===== config.mk =====
export PLATFORM = sky130hd
export DESIGN_NAME = fifo_router_param
export DESIGN_NICKNAME = d
export VERILOG_FILES = /design/src/rtl/fifo_router_param.sv
export SDC_FILE = /design/constraint.sdc
export NUM_CORES = 1
export LEC_CHECK = 0
export CAP_MARGIN = 20
export CORE_MARGIN = 2
export CORE_UTILIZATION = 25
export DETAILED_ROUTE_END_ITERATION = 6
export PLACE_DENSITY = 0.38
export SLEW_MARGIN = 0
export SYNTH_ARGS = -nofsm -noshare
export SYNTH_HDL_FRONTEND = slang
export SYNTH_SLANG_ARGS = --single-unit

===== constraint.sdc =====
create_clock -name clock -period 4.2 [get_ports clock]
set_clock_uncertainty 0.1 [all_clocks]
set_input_delay 1.05 -clock clock [delete_from_list [all_inputs] [get_ports clock]]
set_output_delay 1.05 -clock clock [all_outputs]
set_load 0.01 [all_outputs]

===== src/rtl/fifo_router_param.sv =====
// Packet-aware router output FIFO: tagged header storage, one-cycle registered
// read path, packet byte tracking, fill-level flags and sticky overflow detect.
module fifo_router_param #(
  parameter int DATA_WIDTH = 8,
  parameter int ADDR_WIDTH = 4,
  parameter int AF_MARGIN  = 2
) (
  input  logic                  clock,
  input  logic                  reset,
  input  logic                  soft_reset,
  input  logic                  write_enb,
  input  logic                  read_enb,
  input  logic                  lfd_state,
  input  logic [DATA_WIDTH-1:0] data_in,
  output logic [DATA_WIDTH-1:0] data_out,
  output logic                  data_valid,
  output logic                  full,
  output logic                  empty,
  output logic                  almost_full,
  output logic [ADDR_WIDTH:0]   count,
  output logic                  pkt_active,
  output logic                  packet_done,
  output logic                  overflow_err
);

  localparam int DEPTH = 1 << ADDR_WIDTH;
  localparam int CW    = ADDR_WIDTH + 1;
  localparam int RW    = DATA_WIDTH - 1;

  logic [DATA_WIDTH:0]   r_mem [DEPTH];
  logic [ADDR_WIDTH-1:0] r_wr_ptr;
  logic [ADDR_WIDTH-1:0] r_rd_ptr;
  logic [CW-1:0]         r_count;
  logic [RW-1:0]         r_pkt_rem;
  logic [DATA_WIDTH-1:0] r_data_p1;
  logic                  r_vld_p1;
  logic                  r_pkt_active;
  logic                  r_pkt_done_p1;
  logic                  r_ovf;

  logic                  w_full;
  logic                  w_empty;
  logic                  w_flush;
  logic                  w_wr_acc;
  logic                  w_rd_acc;
  logic [DATA_WIDTH:0]   w_rd_word;
  logic                  w_rd_hdr;
  logic [RW-1:0]         w_hdr_rem;

  assign w_full    = (r_count == CW'(DEPTH));
  assign w_empty   = (r_count == '0);
  assign w_flush   = reset | soft_reset;
  // Full blocks the write and empty blocks the read, so each boundary case
  // accepts exactly one side of a simultaneous request.
  assign w_wr_acc  = write_enb & ~w_full & ~w_flush;
  assign w_rd_acc  = read_enb & ~w_empty;
  assign w_rd_word = r_mem[r_rd_ptr];
  assign w_rd_hdr  = w_rd_word[DATA_WIDTH];
  assign w_hdr_rem = {1'b0, w_rd_word[DATA_WIDTH-1:2]} + RW'(1);

  // Storage is never flushed; only the pointers and occupancy are.
  always_ff @(posedge clock) begin
    if (w_wr_acc) r_mem[r_wr_ptr] <= {lfd_state, data_in};
  end

  // Stage p0 -> p1: read data, valid and packet tracking register together.
  always_ff @(posedge clock) begin
    if (w_flush) begin
      r_wr_ptr      <= '0;
      r_rd_ptr      <= '0;
      r_count       <= '0;
      r_pkt_rem     <= '0;
      r_data_p1     <= '0;
      r_vld_p1      <= 1'b0;
      r_pkt_active  <= 1'b0;
      r_pkt_done_p1 <= 1'b0;
      r_ovf         <= 1'b0;
    end else begin
      r_pkt_done_p1 <= 1'b0;
      r_vld_p1      <= w_rd_acc;
      if (write_enb && w_full) r_ovf <= 1'b1;
      if (w_wr_acc) r_wr_ptr <= r_wr_ptr + 1'b1;
      case ({w_wr_acc, w_rd_acc})
        2'b10:   r_count <= r_count + 1'b1;
        2'b01:   r_count <= r_count - 1'b1;
        default: r_count <= r_count;
      endcase
      if (w_rd_acc) begin
        r_rd_ptr  <= r_rd_ptr + 1'b1;
        r_data_p1 <= w_rd_word[DATA_WIDTH-1:0];
        if (w_rd_hdr) begin
          // A header mid-packet restarts tracking without completing the old one.
          r_pkt_rem    <= w_hdr_rem;
          r_pkt_active <= 1'b1;
        end else if (r_pkt_active) begin
          r_pkt_rem <= r_pkt_rem - 1'b1;
          if (r_pkt_rem == RW'(1)) begin
            r_pkt_active  <= 1'b0;
            r_pkt_done_p1 <= 1'b1;
          end
        end
      end else if (!r_pkt_active && w_empty) begin
        r_data_p1 <= '0;
      end
    end
  end

  assign data_out     = r_data_p1;
  assign data_valid   = r_vld_p1;
  assign packet_done  = r_pkt_done_p1;
  assign pkt_active   = r_pkt_active;
  assign overflow_err = r_ovf;
  assign count        = r_count;
  assign full         = w_full;
  assign empty        = w_empty;
  assign almost_full  = (r_count >= CW'(DEPTH - AF_MARGIN));

endmodule


==> summary.txt <==
Run status
  • Outcome: finished, final reports clean

Layout
  • ANT cells: 0
  • Area Growth Syn to Fin: 21.1%
  • Share of layout cells above drive strength 1: 19.1%
  • Fin nets: 527

Job
  • Max Cap Viol: 0

Pwr
  • Total chip power: 0.00367 W
  • Pwr dens: 415 nW/um2
  • Max VDD drop: 0.243 mV
  • Pleak: 2.86 nW

Timing
  • RSZ-0062 raised after global routing: no
  • Final Hold Fails: 0
  • Fmax: 287 MHz
  • Pins Over Slew Limit: 0
  • Setup TNS Final: 0 ns
  • Setup violators final: 0
  • Final min period: 3.48 ns
  • Slew HR: 45.1%
  • Crit share post-route: 82.9%
  • Worst Tran Pin Value: 0.824 ns

Critical path
  • Crit path buffers/inverters: 2
  • Crit end category: flip-flop
  • Critical Path Source Type: primary input
  • CP max stage cell: clkdlybuf4s50_1
  • Critical Path RT: 4.47 ns
  • Max incr delay on CP: 0.48 ns
  • Critical-path cell list: clkdlybuf4s50_1, a21boi_0, and2_1, inv_1, ha_1, xor2_1, ha_1, o21a_1, o22a_1, a21oi_1, xor2_1, or3_1, a21oi_1
  • Delay-heaviest family, CP: compound AO/OA/AOI/OAI gates
  • Arrival time at the worst endpoint: 3.75 ns
  • Crit Path Class: primary input to flip-flop
  • Worst-path fanout max: 3

Routing
  • Via count: 4,015
  • Post-DRT Antenna Nets: 0
  • DR pass1 iterations: 4
  • Wirelength per Cell: 19.3 um
  • Final wirelength: 17,300 um
  • DR vias/cell: 4.47
  • Drt drc: 0
  • Iter 0 DRT Violations: 264

GRT
  • Final global-route overflow total: 0
  • First-pass GRT wire length: 26,500 um
  • Antenna violations before repair: 0
  • Pin count of the biggest net entering global routing: 25
  • Total GRT Usage: 11.9%
  • Vias in the first global route: 4,201

CTS
  • Post-CTS setup buffers: 0
  • Clock tree from TritonCTS: done
  • Max Buffers Root-to-Sink: 2
  • Worst skew pair latency: 0.44 ns
  • CTS sink count: 180
  • CTS Buf Count: 17
  • Cts-stage hold buffer count: 0
  • Post-CTS sizing: 0
  • H-tree depth: 4
  • Clock root buffer: clkbuf_16
  • Worst-path clk slew: 0.08 ns

Floorplanning
  • Die X: 175 um
  • Ports: 34
  • Full die area: 30,600 um2
  • Initial Utilization: 25.4%
  • Die height: 175 um
  • Num rows: 62
  • Core Box Area: 28,800 um2

Logic synthesis
  • Distinct cells, synth: 49
  • Post-synthesis register bit count: 180
  • Mean Syn Cell Area: 16.6 um2
  • Async S/R FF share, synth: 0%
  • Cells after Synth: 440
  • EDFF count, synth: 144
  • Syn_nets: 466
  • Seq/Total Area, Yosys: 69.0%
  • Main flop type after synthesis: edfxtp_1
  • Cell Area, Synth: 7310 um2
  • Yosys warns: 0

Hold path
  • Worst hold path type: flip-flop to flip-flop

Place
  • HPWL after DPL: 11,600 um
  • GPL Wtd Cong: 0.722
  • Port Buffers: 33
[report_power, final]
part | internal [W] | leakage [nW] | switching [W]
Combinational | 0.0000334 | 0.985 | 0.0000506
Sequential | 0.00193 | 1.59 | 0.00000477
Clock | 0.000908 | 0.293 | 0.000752
Total | 0.00287 | 2.86 | 0.000807
[layout by cell type (no fill, tap or decap), drive strengths merged, types with 3 or more instances in the layout]
cell	synthesis	final
mux4	36	36
buf	11	32
nor2b	4	4
clkinvlp	0	3
edfxtp	144	144
and3	3	3
xor2	10	10
o22ai	3	3
a21oi	19	19
a22oi	13	13
clkbuf	12	17
mux2i	6	6
ha	12	12
a22o	9	9
o21ai	10	10
nand2b	3	3
inv	9	16
dfxtp	36	36
and2	4	4
nand2	19	19
xnor2	4	4
nand3	3	3
nor3	5	5
mux2	3	3
or3	3	3
clkdlybuf4s50	0	33
clkinv	0	3
a211oi	3	3
nor2	33	33
[metrics by stage]
step	area [um2]	std cells	hold slack, ns	worst slack, ns	utilization [%]
finish	8850	898	0.378	0.720	30.8
global route	8850	898	0.398	0.545	30.8
CTS	8850	898	0.379	0.734	30.8
detailed placement	8240	866	0.361	0.301	28.6
global placement	8240	866	0.349	0.333	28.6
floorplan	7310	440	0.368	0.502	-
[worst paths after layout]
kind	from	cells past startpoint	slack [ns]	to
max	write_enb	13	0.72	count[4]
min reg2reg	data_out[4]	1	0.38	data_out[4]
max reg2reg	count[1]	12	1.12	count[4]
min	data_out[4]	1	0.38	data_out[4]
[per-layer routing]
| metal | wire [um] | up-vias | track usage, % |
|---|---|---|---|
| met1 | 8320 | 2084 | 16.1 |
| met5 | 0 | - | 0 |
| met3 | 457 | 13 | 2.35 |
| li1 | - | 1857 | - |
| met4 | 162 | 0 | 3.19 |
| met2 | 8400 | 61 | 19.5 |
[synth_stat cells, types with 5 or more instances]
library cell | count | share of area, %
edfxtp_1 | 144 | 59
dfxtp_1 | 36 | 9.9
nor2_1 | 33 | 1.7
mux4_2 | 26 | 8.0
a21oi_1 | 19 | 1.3
nand2_1 | 19 | 0.98
a22oi_1 | 13 | 1.3
clkbuf_1 | 12 | 0.62
ha_1 | 12 | 2.1
mux4_1 | 10 | 3.6
xor2_1 | 10 | 1.2
a22o_1 | 9 | 1.1
inv_1 | 9 | 0.46
o21ai_0 | 9 | 0.62
buf_2 | 6 | 0.41
mux2i_1 | 6 | 0.82
nor3_1 | 5 | 0.34
[final cells by class]
cell class / instances / area [um2]
fillers: 2812 / 19900
multi-input cells: 228 / 2100
inverters: 9 / 33.8
flip-flops and latches: 180 / 5050
repair buffers: 65 / 571
clock inverters: 15 / 190
clock buffers: 17 / 425
well taps: 384 / 480
[flip-flops by register name, indices dropped and copies added (netlist names), named ones only]
name / count
count: 5
overflow_err: 1
r_pkt_rem: 7
packet_done: 1
data_out: 8
pkt_active: 1
r_rd_ptr: 4
data_valid: 1
r_mem: 144
r_wr_ptr: 4
[cells by family (layout without fill, tap and decap cells)]
group,after synthesis,count (layout),synth area share [%]
AOI/OAI and AO/OA,69,69,6.37
xor gates and xnor gates,14,14,1.68
adders and majority gates,12,12,2.05
buffers and inverters,32,106,2.17
DFF,180,180,69.0
muxes,45,45,12.9
and+or+nand+nor,88,88,5.80
(Power assumes the default switching activity.)
